<file path="src/rtl/alsu_pkg.sv">
// Shared definitions for the ALSU command sequencer: command field layout,
// opcode encodings and FSM state codes.
package alsu_pkg;

  localparam int CMD_W = 16;

  localparam int A_LSB         = 0;
  localparam int A_MSB         = 2;
  localparam int B_LSB         = 3;
  localparam int B_MSB         = 5;
  localparam int OPCODE_LSB    = 6;
  localparam int OPCODE_MSB    = 8;
  localparam int CIN_BIT       = 9;
  localparam int SERIAL_IN_BIT = 10;
  localparam int DIRECTION_BIT = 11;
  localparam int RED_OP_A_BIT  = 12;
  localparam int RED_OP_B_BIT  = 13;
  localparam int BYPASS_A_BIT  = 14;
  localparam int BYPASS_B_BIT  = 15;

  localparam logic [2:0] OP_AND   = 3'd0;
  localparam logic [2:0] OP_XOR   = 3'd1;
  localparam logic [2:0] OP_ADD   = 3'd2;
  localparam logic [2:0] OP_MUL   = 3'd3;
  localparam logic [2:0] OP_SHIFT = 3'd4;
  localparam logic [2:0] OP_ROT   = 3'd5;

  typedef logic [1:0] state_t;
  localparam state_t ST_IDLE = 2'd0;
  localparam state_t ST_WAIT = 2'd1;
  localparam state_t ST_RESP = 2'd2;

endpackage

</file>
<file path="src/rtl/alsu_cmd_fifo.sv">
// Synchronous command FIFO with registered level; no fall-through, so a word
// pushed into an empty FIFO is visible on rdata only after the push edge.
module alsu_cmd_fifo
  import alsu_pkg::*;
#(
  parameter int WIDTH = CMD_W,
  parameter int DEPTH = 4
) (
  input  logic                     clk,
  input  logic                     rst,
  input  logic                     clr,
  input  logic                     push,
  input  logic                     pop,
  input  logic [WIDTH-1:0]         wdata,
  output logic [WIDTH-1:0]         rdata,
  output logic                     full,
  output logic                     empty,
  output logic [$clog2(DEPTH):0]   level
);

  localparam int AW    = $clog2(DEPTH);
  localparam int LVL_W = AW + 1;

  logic [WIDTH-1:0] mem [DEPTH];
  logic [AW-1:0]    wr_ptr;
  logic [AW-1:0]    rd_ptr;
  logic             push_ok;
  logic             pop_ok;

  assign full    = (level == LVL_W'(DEPTH));
  assign empty   = (level == '0);
  assign push_ok = push && !full;
  assign pop_ok  = pop && !empty;
  assign rdata   = mem[rd_ptr];

  always_ff @(posedge clk) begin
    if (push_ok && !clr) mem[wr_ptr] <= wdata;
  end

  // Pointers are AW bits wide, so they wrap modulo DEPTH on their own.
  always_ff @(posedge clk or posedge rst) begin
    if (rst) begin
      wr_ptr <= '0;
      rd_ptr <= '0;
      level  <= '0;
    end else if (clr) begin
      wr_ptr <= '0;
      rd_ptr <= '0;
      level  <= '0;
    end else begin
      if (push_ok) wr_ptr <= wr_ptr + 1'b1;
      if (pop_ok)  rd_ptr <= rd_ptr + 1'b1;
      case ({push_ok, pop_ok})
        2'b10:   level <= level + 1'b1;
        2'b01:   level <= level - 1'b1;
        default: level <= level;
      endcase
    end
  end

endmodule

</file>
<file path="src/rtl/alsu_cmd_sequencer.sv">
// Feeds buffered ALSU commands onto the ALSU pins one at a time and returns the
// OUT/LEDS result, sampled a fixed latency later, with a sequence tag.
module alsu_cmd_sequencer
  import alsu_pkg::*;
#(
  parameter int DEPTH = 4,
  parameter int LAT   = 2,
  parameter int TAG_W = 4
) (
  input  logic                     clk,
  input  logic                     rst,
  input  logic                     soft_clr,
  input  logic                     cmd_valid,
  output logic                     cmd_ready,
  input  logic [CMD_W-1:0]         cmd_data,
  output logic [2:0]               alsu_a,
  output logic [2:0]               alsu_b,
  output logic [2:0]               alsu_opcode,
  output logic                     alsu_cin,
  output logic                     alsu_serial_in,
  output logic                     alsu_direction,
  output logic                     alsu_red_op_a,
  output logic                     alsu_red_op_b,
  output logic                     alsu_bypass_a,
  output logic                     alsu_bypass_b,
  input  logic [5:0]               alsu_out,
  input  logic [15:0]              alsu_leds,
  output logic                     rsp_valid,
  input  logic                     rsp_ready,
  output logic [5:0]               rsp_out,
  output logic [15:0]              rsp_leds,
  output logic                     rsp_err,
  output logic [TAG_W-1:0]         rsp_tag,
  output logic [$clog2(DEPTH):0]   fifo_level,
  output logic                     busy
);

  localparam int CNT_W = (LAT < 1) ? 1 : $clog2(LAT + 1);

  logic [CMD_W-1:0] fifo_rdata;
  logic [CMD_W-1:0] drive_cmd;
  logic             fifo_full;
  logic             fifo_empty;
  logic             push;
  logic             pop;
  state_t           state;
  logic [CNT_W-1:0] cnt;
  logic [TAG_W-1:0] tag_cnt;
  logic [TAG_W-1:0] cur_tag;

  assign cmd_ready = !fifo_full;
  assign push      = cmd_valid && !fifo_full && !soft_clr;
  assign pop       = !soft_clr && !fifo_empty &&
                     ((state == ST_IDLE) || ((state == ST_RESP) && rsp_ready));
  assign busy      = (state != ST_IDLE);

  alsu_cmd_fifo #(
    .WIDTH (CMD_W),
    .DEPTH (DEPTH)
  ) u_fifo (
    .clk   (clk),
    .rst   (rst),
    .clr   (soft_clr),
    .push  (push),
    .pop   (pop),
    .wdata (cmd_data),
    .rdata (fifo_rdata),
    .full  (fifo_full),
    .empty (fifo_empty),
    .level (fifo_level)
  );

  assign alsu_a         = drive_cmd[A_MSB:A_LSB];
  assign alsu_b         = drive_cmd[B_MSB:B_LSB];
  assign alsu_opcode    = drive_cmd[OPCODE_MSB:OPCODE_LSB];
  assign alsu_cin       = drive_cmd[CIN_BIT];
  assign alsu_serial_in = drive_cmd[SERIAL_IN_BIT];
  assign alsu_direction = drive_cmd[DIRECTION_BIT];
  assign alsu_red_op_a  = drive_cmd[RED_OP_A_BIT];
  assign alsu_red_op_b  = drive_cmd[RED_OP_B_BIT];
  assign alsu_bypass_a  = drive_cmd[BYPASS_A_BIT];
  assign alsu_bypass_b  = drive_cmd[BYPASS_B_BIT];

  // A pop overrides the state chosen by the case, which is how RESP hands
  // straight over to WAIT when another command is already queued.
  always_ff @(posedge clk or posedge rst) begin
    if (rst) begin
      state     <= ST_IDLE;
      cnt       <= '0;
      drive_cmd <= '0;
      tag_cnt   <= '0;
      cur_tag   <= '0;
      rsp_valid <= 1'b0;
      rsp_out   <= '0;
      rsp_leds  <= '0;
      rsp_err   <= 1'b0;
      rsp_tag   <= '0;
    end else if (soft_clr) begin
      state     <= ST_IDLE;
      rsp_valid <= 1'b0;
    end else begin
      case (state)
        ST_WAIT: begin
          if (cnt == '0) begin
            rsp_out   <= alsu_out;
            rsp_leds  <= alsu_leds;
            rsp_err   <= |alsu_leds;
            rsp_tag   <= cur_tag;
            rsp_valid <= 1'b1;
            state     <= ST_RESP;
          end else begin
            cnt <= cnt - 1'b1;
          end
        end
        ST_RESP: begin
          if (rsp_ready) begin
            rsp_valid <= 1'b0;
            state     <= ST_IDLE;
          end
        end
        default: ;
      endcase
      if (pop) begin
        drive_cmd <= fifo_rdata;
        cur_tag   <= tag_cnt;
        tag_cnt   <= tag_cnt + 1'b1;
        cnt       <= CNT_W'(LAT);
        state     <= ST_WAIT;
      end
    end
  end

endmodule

</file>
<file path="config.mk">
export PLATFORM = sky130hd
export DESIGN_NAME = alsu_cmd_sequencer
export DESIGN_NICKNAME = d
export VERILOG_FILES = /design/src/rtl/alsu_pkg.sv /design/src/rtl/alsu_cmd_fifo.sv /design/src/rtl/alsu_cmd_sequencer.sv
export SDC_FILE = /design/constraint.sdc
export NUM_CORES = 1
export LEC_CHECK = 0
export ABC_AREA = 0
export CAP_MARGIN = 20
export CORE_ASPECT_RATIO = 0.75
export CORE_MARGIN = 5
export CORE_UTILIZATION = 45
export DETAILED_ROUTE_END_ITERATION = 6
export HOLD_SLACK_MARGIN = 0.06
export MAX_ROUTING_LAYER = met4
export PLACE_DENSITY = 0.78
export SETUP_SLACK_MARGIN = 0.05
export SYNTH_ARGS = -nofsm -noshare
export SYNTH_HDL_FRONTEND = slang
export SYNTH_HIERARCHICAL = 1
export SYNTH_SLANG_ARGS = --single-unit
</file>
<file path="constraint.sdc">
create_clock -name clk -period 3.4 [get_ports clk]
set_clock_uncertainty 0.2 [all_clocks]
set_input_delay 0.68 -clock clk [delete_from_list [all_inputs] [get_ports clk]]
set_output_delay 0.68 -clock clk [all_outputs]
set_load 0.05 [all_outputs]
</file>
==> results of run 1 <==
[per-layer routing]
metal  up-vias  track usage
met5         -            -
met4         0       0.0665
met3         4       0.0435
met2        71        0.260
met1      1498        0.197
li1       1361            -
[through the flow]
| step | cells | worst slack, ns | cell area [um2] | hold WS, ns | power (mW) |
|---|---|---|---|---|---|
| 3_3_place_gp | 533 | 0.588 | 6280 | 0.252 | 3.64 |
| 6_report | 565 | 0.263 | 6820 | 0.272 | 5.29 |
| 2_1_floorplan | 302 | 0.291 | 5220 | 0.236 | 3.10 |
| 4_1_cts | 565 | 0.258 | 6820 | 0.270 | 5.35 |
| 5_1_grt | 565 | 0.141 | 6820 | 0.295 | 5.51 |
| 3_5_place_dp | 533 | 0.486 | 6280 | 0.260 | 3.69 |
[synthesized netlist by cell type, types with 2 or more instances]
cell type	number	area, um2
sky130_fd_sc_hd__edfxtp_1	64	1920
sky130_fd_sc_hd__dfrtp_1	63	1580
sky130_fd_sc_hd__mux2_2	48	541
sky130_fd_sc_hd__inv_1	15	56.3
sky130_fd_sc_hd__mux4_2	13	293
sky130_fd_sc_hd__ha_1	9	113
sky130_fd_sc_hd__buf_2	6	30.0
sky130_fd_sc_hd__nor2_1	6	22.5
sky130_fd_sc_hd__a21oi_1	5	25.0
sky130_fd_sc_hd__and2_1	5	31.3
sky130_fd_sc_hd__buf_6	5	56.3
sky130_fd_sc_hd__nor4_1	5	31.3
sky130_fd_sc_hd__xor2_1	5	43.8
sky130_fd_sc_hd__mux4_1	3	78.8
sky130_fd_sc_hd__nand2_1	3	11.3
sky130_fd_sc_hd__nand2b_1	3	18.8
sky130_fd_sc_hd__nand3_1	3	15.0
sky130_fd_sc_hd__o21ai_0	3	15.0
sky130_fd_sc_hd__and3_1	2	12.5
sky130_fd_sc_hd__nand3b_1	2	15.0
sky130_fd_sc_hd__nor3b_2	2	25.0
sky130_fd_sc_hd__o211ai_1	2	15.0
sky130_fd_sc_hd__or2_2	2	12.5
sky130_fd_sc_hd__xnor2_1	2	17.5
[critical path, cell delays in order, from the launching register on]
cell and delay [ns]:
sky130_fd_sc_hd__dfrtp_1 0.61, sky130_fd_sc_hd__nor3b_2 0.39, sky130_fd_sc_hd__inv_1 0.13, sky130_fd_sc_hd__clkdlybuf4s50_1 0.73
[path summary, 6_finish.rpt]
| check | end | slack, ns | cells past startpoint |
|---|---|---|---|
| max reg2reg | u_fifo/level[1] | 0.69 | 8 |
| max | cmd_ready | 0.26 | 3 |
| min reg2reg | tag_cnt[3] | 0.27 | 1 |
| min in group asynchronous | u_fifo/rd_ptr[1] | 0.42 | 2 |
| min | tag_cnt[3] | 0.27 | 1 |
| max in group asynchronous | state[0] | 1.82 | 3 |
[layout by cell type, fill, tap and decap left out, types with 5 or more instances in the layout]
master                             n
sky130_fd_sc_hd__inv_1            14
sky130_fd_sc_hd__edfxtp_1         64
sky130_fd_sc_hd__nor4_1            5
sky130_fd_sc_hd__xor2_1            5
sky130_fd_sc_hd__dfrtp_1          63
sky130_fd_sc_hd__a21oi_1           5
sky130_fd_sc_hd__nor2_1            6
sky130_fd_sc_hd__clkdlybuf4s50_1  91
sky130_fd_sc_hd__mux4_2           13
sky130_fd_sc_hd__clkbuf_16        17
sky130_fd_sc_hd__buf_4             8
sky130_fd_sc_hd__mux2_2           48
sky130_fd_sc_hd__clkinv_2          6
sky130_fd_sc_hd__ha_1              9
sky130_fd_sc_hd__and2_1            5
[cell type report]
cell class	count	area share
clock buffers	21	0.0660
clock inverters	11	0.0132
inverters	15	0.00825
multi-input cells	147	0.228
flip-flops and latches	127	0.513
well taps	144	0.0264
repair buffers	100	0.145
[flip-flops by register name, summed over array words and instances, names as in the netlist]
name and count:
u_fifo/wr_ptr 2, state 2, rsp_err 1, u_fifo/rd_ptr 2
tag_cnt 4, u_fifo/level 3, rsp_tag 4, rsp_leds 16
u_fifo/mem 64, drive_cmd 16, cur_tag 4, cnt 2
rsp_valid 1, rsp_out 6
[power breakdown]
part           total, mW  internal [mW]  leakage, nW  switching [mW]
logic               1.63          0.617         1.02            1.02
clock network       1.65           1.02        0.273           0.629
registers           2.01           1.87         1.40           0.135
total               5.29           3.51         2.69            1.78
[logic make-up (layout without fill, tap and decap cells)]
group                    count (synthesis)  after routing
flip-flops                             127            127
XOR/XNOR                                 7              7
buffers and inverters                   28            147
multiplexers                            64             64
adder cells (fa/ha/maj)                 10             10
AO/OA/AOI/OAI                           25             25
AND/OR/NAND/NOR                         41             41
==> results by stage, run 1 <==
Run status:
- The run finished with clean final reports.

Critical path:
- The class of the most critical setup path is reg2out.
- Along the worst path, the maximum fanout reaches 13.
- STA classifies the critical path startpoint as a flop.
- STA puts the critical path data required time at 2.52 ns.
- The startpoint identified for the worst register-to-register timing path is u_fifo/level[0].
- The most critical setup path has its startpoint at u_fifo/level[2].
- The worst setup path is captured at an output pin.
- Data on the critical path arrives at its endpoint at 2.26 ns.

CTS:
- TritonCTS built the clock tree.
- In this run, post-CTS hold repair placed 0 buffers.
- Post-CTS repair changed the size of 0 cells.
- The number of H-tree branching levels is 4.
- The cell at the root of the clock tree is sky130_fd_sc_hd__clkbuf_16.
- The clock passes through at most 2 buffers.
- In this run the post-CTS setup repair buffer count came out at 0.
- At the later pin of the worst-skew pair, clock insertion delay measures 0.40 ns.
- The TritonCTS sink count is 127.
- The clock transition at the register clock pins on the worst setup and hold paths after CTS is 0.06 ns.
- The number of CTS-inserted buffers is 17.

Cells and area:
- The area used by sequential logic in the layout is 0.00350 mm2.
- For this run, the post-layout net count is 461.
- At the end of the flow the core is filled with cells to 0.594.
- The number of filler cells placed in the layout is 837.
- The number of inserted diodes is 0.
- Of the cells placed in the final design, the portion with a size suffix greater than 1 is 0.261.
- The multi-input logic area is 0.00156 mm2.
- The area growth from synthesis to final layout is 30.7%.

GRT:
- The global route total overflow is 0.
- The initial antenna violation count was 0.
- The number of global-route vias before repair is 3,137.
- The maximum number of pins on one net before global-route repair is 37.
- The all-layer global routing usage is 0.161.
- The global-route wire length before repair is 16.5 mm.

Die:
- From left edge to right edge, the die measures 134 um.
- The region available for standard cell placement spans 0.0115 mm2.
- The number of core rows is 34.
- The die span in y is 103 um.
- The die covers 0.0139 mm2.
- The initial utilization of the core area, before any placement, comes to 0.454.
- The number of I/O pins is 92.

Drt:
- After detailed routing, the total wire length is 10.2 mm.
- The number of nets with antenna violations after routing is 0.
- The first detailed-routing pass took 4 iterations.
- The highest metal layer with signal wires is met4.
- The wire length on met1 is 4.52 mm.
- The routed design uses 5.23 mm of met2 wire.
- The number of design-rule violations left by the first detailed-router iteration is 209.
- The average wire per standard cell is 18.1 um.
- The detailed-route via count is 2,934.
- The met3 layer wire length in the routed design is 425 um.
- In the routed layout, each cell is associated on average with a via count of 5.19.
- The count of unresolved DRC violations after routing is 0.

Power:
- The peak supply drop is 401 uV.
- For this design the ratio of total power to cell area is 776 mW/mm2.
- The cell leakage power is 2.69 nW.

Placed design:
- Routability-driven placement finished with a final weighted congestion of 0.778.
- Detailed placement finished with a half-perimeter wire length of 6.91 mm.
- The number of buffers inserted by port buffering is 91.

Timing:
- The ratio of final minimum period to clock period is 0.923.
- The timing-limited maximum frequency is 0.319 GHz.
- Setup repair after global routing left no endpoint under its margin.
- Adding up every negative setup slack in the final design gives 0 ns.
- In this run the tightest slew margin relative to its limit is 0.498.
- The final count of hold timing violations is 0.
- At the pin with the least slew margin, the transition time is 0.753 ns.
- The clock period could shrink to 3.14 ns.
- The number of setup violations in the final report is 0.
- The final-report max-slew violation count came to 0.

Synth:
- Yosys mapped a number of flops with a built-in enable equal to 64.
- Dividing the synthesized area by the synthesized cell count gives 17.3 um2.
- The cell area after synthesis is 0.00522 mm2.
- The flip-flop and latch count after synthesis is 127.
- The number of nets in the synthesized netlist is 355.
- The async set or reset register ratio after synthesis is 0.496.
- The share of the synthesized netlist area taken by xor and xnor gates is 0.0117.
- The post-synthesis instance total is 302.
- The top flip-flop cell by instance count after synthesis is sky130_fd_sc_hd__edfxtp_1.
- The compound-gate portion of the synthesized area is 0.0352.
- The simple-gate share of the synthesized area is 0.0508.
- The main combinational cell family by area after synthesis is multiplexers.
- The part of the Yosys area used for sequential elements is 0.670.
- Of the total synthesized cell area, the portion taken by full adders, half adders and majority gates is 0.0254.
- The number of synthesis warnings is 6.
- The number of unique standard cell types used by synthesis is 50.
- The fraction of synthesized area in multiplexers is 0.175.

Hold path:
- In this run the worst hold path is classified as reg2reg.
- The startpoint of the worst hold path is tag_cnt[3].

Run:
- The number of violations of the max-capacitance limit is 0.
Power figures use the tool's default switching activity.
==> run 2, diff against run 1 <==
- SLEW_MARGIN: default -> 10
- clock period: 3.4 -> 3.2 ns (I/O delays scaled with it)
==> results by stage, run 2 (synthesis gave the netlist of run 1 again) <==
Run status:
- The run finished with clean final reports.

Placed design:
- The routability congestion estimate from global placement is 0.791 (+1.7%).
- The placed cell area is 0.00629 mm2 (+0.12%).
- The half-perimeter wire length after placement is 6.93 mm (+0.26%).
- The number of buffers inserted by port buffering is 91 (unchanged).
- The worst setup timing slack at the placement stage is 0.218 ns (-0.268 ns).
- The cell count after placement is 534 (+0.19%).

GRT:
- The number of global-route vias before repair is 3,230 (+3.0%).
- The initial antenna violation count is 0 (unchanged).
- The global-route wire length before repair is 16.7 mm (+1.3%).
- The global route total overflow came to 0 (unchanged).
- The maximum number of pins on one net before global-route repair was 45 (+22%).
- The all-layer global routing usage came to 0.164 (+0.00271).

Power:
- The cell-internal power is 3.79 mW (+7.9%).
- The overall power is 5.72 mW (+8.1%).
- The switching power summed over all nets is 1.93 mW (+8.5%).
- The combinational cell fraction of total power came to 0.305 (-0.004).
- The net switching fraction of the power was 0.338 (+0.00134).
- The power density over the cells is 833 mW/mm2 (+7.4%).
- The clock share of power came to 0.322 (+0.011).
- The peak supply drop is 554 uV (+38%).
- The cell leakage power is 2.71 nW (+0.86%).
- The proportion of power drawn by flip-flops and latches was 0.374 (-0.006).

CTS:
- The clock transition at the register clock pins on the worst setup and hold paths after CTS came to 0.06 ns (about the same).
- The TritonCTS sink count is 127 (unchanged).
- The post-CTS setup buffer count was 0 (unchanged).
- TritonCTS built the clock tree.
- Clock tree synthesis selected as its root buffer the cell sky130_fd_sc_hd__clkbuf_16.
- The cts-stage hold buffer count came to 0 (unchanged).
- The number of H-tree branching levels is 4 (unchanged).
- The clock latency on the worst-skew pair is 0.40 ns (about the same).
- The maximum root-to-sink buffer count came to 2 (unchanged).
- The total of cells resized after clock tree synthesis is 0 (unchanged).
- The number of CTS-inserted buffers is 17 (unchanged).

Critical path:
- The stage delay of the slowest cell on the critical path is 0.72 ns (about the same).
- In this run the critical register-to-register path is captured at u_fifo/level[1].
- The count of cells along the worst register-to-register path is 8 (unchanged).
- The standard cell with the maximum stage delay on the critical path is sky130_fd_sc_hd__clkdlybuf4s50_1.
- The worst setup path is launched from a flop.
- Walking the worst path, the cells encountered are nor3b_2 -> inv_1 -> clkdlybuf4s50_1.
- The data required time at the worst endpoint is 2.36 ns (-0.16 ns).
- The slack of the worst reg-to-reg path came to 0.36 ns (-0.33 ns).
- The origin of the critical flop-to-flop path is u_fifo/level[0].
- The signal arrival time at the worst endpoint is 2.18 ns (-0.08 ns).
- In this run the worst setup path begins at u_fifo/level[0].
- The worst setup path is captured at an output pin.
- In this design, the largest share of critical-path delay is due to buffers and inverters.
- The maximum fanout count along the critical path is 12 (-1).
- The critical path buffer and inverter count is 2 (unchanged).
- The class of the most critical setup path is reg2out.

Timing:
- The number of setup violations in the final report is 0 (unchanged).
- The final-report max-slew violation count is 0 (unchanged).
- The final critical-path setup slack is 0.178 ns (-0.0845 ns).
- The worst hold-check slack is 0.288 ns (+0.0161 ns).
- The final count of hold timing violations is 0 (unchanged).
- The total negative slack is 0 ns (unchanged).
- After layout, the minimum clock period comes to 3.02 ns.
- The relative slew slack was 0.446 (-0.0523).
- Dividing the final minimum period by the clock period gives 0.944.
- Setup repair after global routing left no endpoint under its margin.
- Static timing analysis puts the maximum clock frequency at 0.331 GHz.
- The worst-margin pin slew is 0.831 ns (+0.0784 ns).

Hold path:
- The hold path endpoint is cnt[1].
- The count of cells along the worst hold path is 1 (unchanged).
- The startpoint of the worst hold path is cnt[1].
- The path class of the tightest hold or removal check is reg2reg.

Drt:
- The detailed-route via count is 3,003 (+2.4%).
- The number of vias per cell after detailed routing is 5.31 (+2.2%).
- The number of nets with antenna violations after routing is 0 (unchanged).
- The average wire per standard cell is 18.7 um (+3.0%).
- The iteration count of the initial detailed-routing pass is 4 (unchanged).
- The count of unresolved DRC violations after routing is 0 (unchanged).
- The overall routed net length is 10.6 mm (+3.2%).
- The number of design-rule violations left by the first detailed-router iteration is 160 (-23%).

Cells and area:
- The area growth from synthesis to final layout is 31.5%.
- The layout net count is 462 (+0.22%).
- The final standard cell count with taps included and fillers excluded is 566 (+0.18%).
- In the layout the commonest cells are sky130_fd_sc_hd__clkdlybuf4s50_1 (91), sky130_fd_sc_hd__edfxtp_1 (64), sky130_fd_sc_hd__dfrtp_1 (63).
- The number of flip-flops in the largest register was 64 (unchanged).
- The area of all placed cells without fillers was 0.00686 mm2 (+0.61%).
- The leading cell type in the layout, fill and taps excluded is sky130_fd_sc_hd__clkdlybuf4s50_1.
- More flip-flops sit in one register than any other, and that register is u_fifo/mem.
- The share of the core filled with cells in the final layout is 0.597 (+0.00360).
- The largest registers in the layout are u_fifo/mem x64, drive_cmd x16, rsp_leds x16.
- The number of filler cells placed in the layout came to 848 (+1.3%).
- The share of cells above drive strength 1 came to 0.270 (+0.00886).
- The number of inserted diodes is 0 (unchanged).

Die:
- The die span in y is 103 um (unchanged).
- The number of I/O pins was 92 (unchanged).
- The initial cell density of the core is 0.454 (unchanged).
- The number of core rows came to 34 (unchanged).
- The area of the die is 0.0139 mm2 (unchanged).
- The die span in x was 134 um (unchanged).
- The area of the placeable core was 0.0115 mm2 (unchanged).

Run:
- The number of violations of the max-capacitance limit is 0 (unchanged).
-- run 2: changes by cell type in the layout (fill, tap and decap cells not counted) --
cell,delta
sky130_fd_sc_hd__clkbuf_1,-2
sky130_fd_sc_hd__clkinv_2,-2
sky130_fd_sc_hd__clkinv_4,+2
sky130_fd_sc_hd__inv_4,+2
sky130_fd_sc_hd__buf_4,+1
sky130_fd_sc_hd__clkbuf_16,+1
sky130_fd_sc_hd__clkinv_1,-1
-- run 2: layout make-up --
type	count	area (um2)	area share
Inverter	15	56.3	0.00820
Sequential cell	127	3500	0.510
Multi-Input combinational cell	147	1560	0.227
Clock buffer	20	468	0.0682
Timing Repair Buffer	101	998	0.145
Tap cell	144	180	0.0263
Clock inverter	12	106	0.0155
-- run 2: layer usage --
layer,track usage,wire length (um),up-vias
met5,-,0,-
met4,0.0665,152,0
met3,0.0387,502,17
met2,0.278,5310,93
met1,0.193,4610,1532
li1,-,-,1361
-- run 2: power by group through the flow --
stage               sequential [mW]  combinational (mW)  clock, mW
detailed placement             2.17                1.75          0
global placement               2.15                1.71          0
CTS                            2.14                1.76       1.87
floorplan                      2.88               0.410          0
finish                         2.14                1.74       1.84
global route                   2.17                1.82       1.95
-- run 2: worst max-delay path by stage --
stage | endpoint | slack [ns] | cells after the start
after CTS | cmd_ready | 0.17 | 3
after floorplan | u_fifo/level[1] | 0.09 | 11
after global placement | u_fifo/level[1] | 0.44 | 8
after detailed placement | u_fifo/level[1] | 0.22 | 8
after global routing | cmd_ready | 0.07 | 3
final | cmd_ready | 0.18 | 3
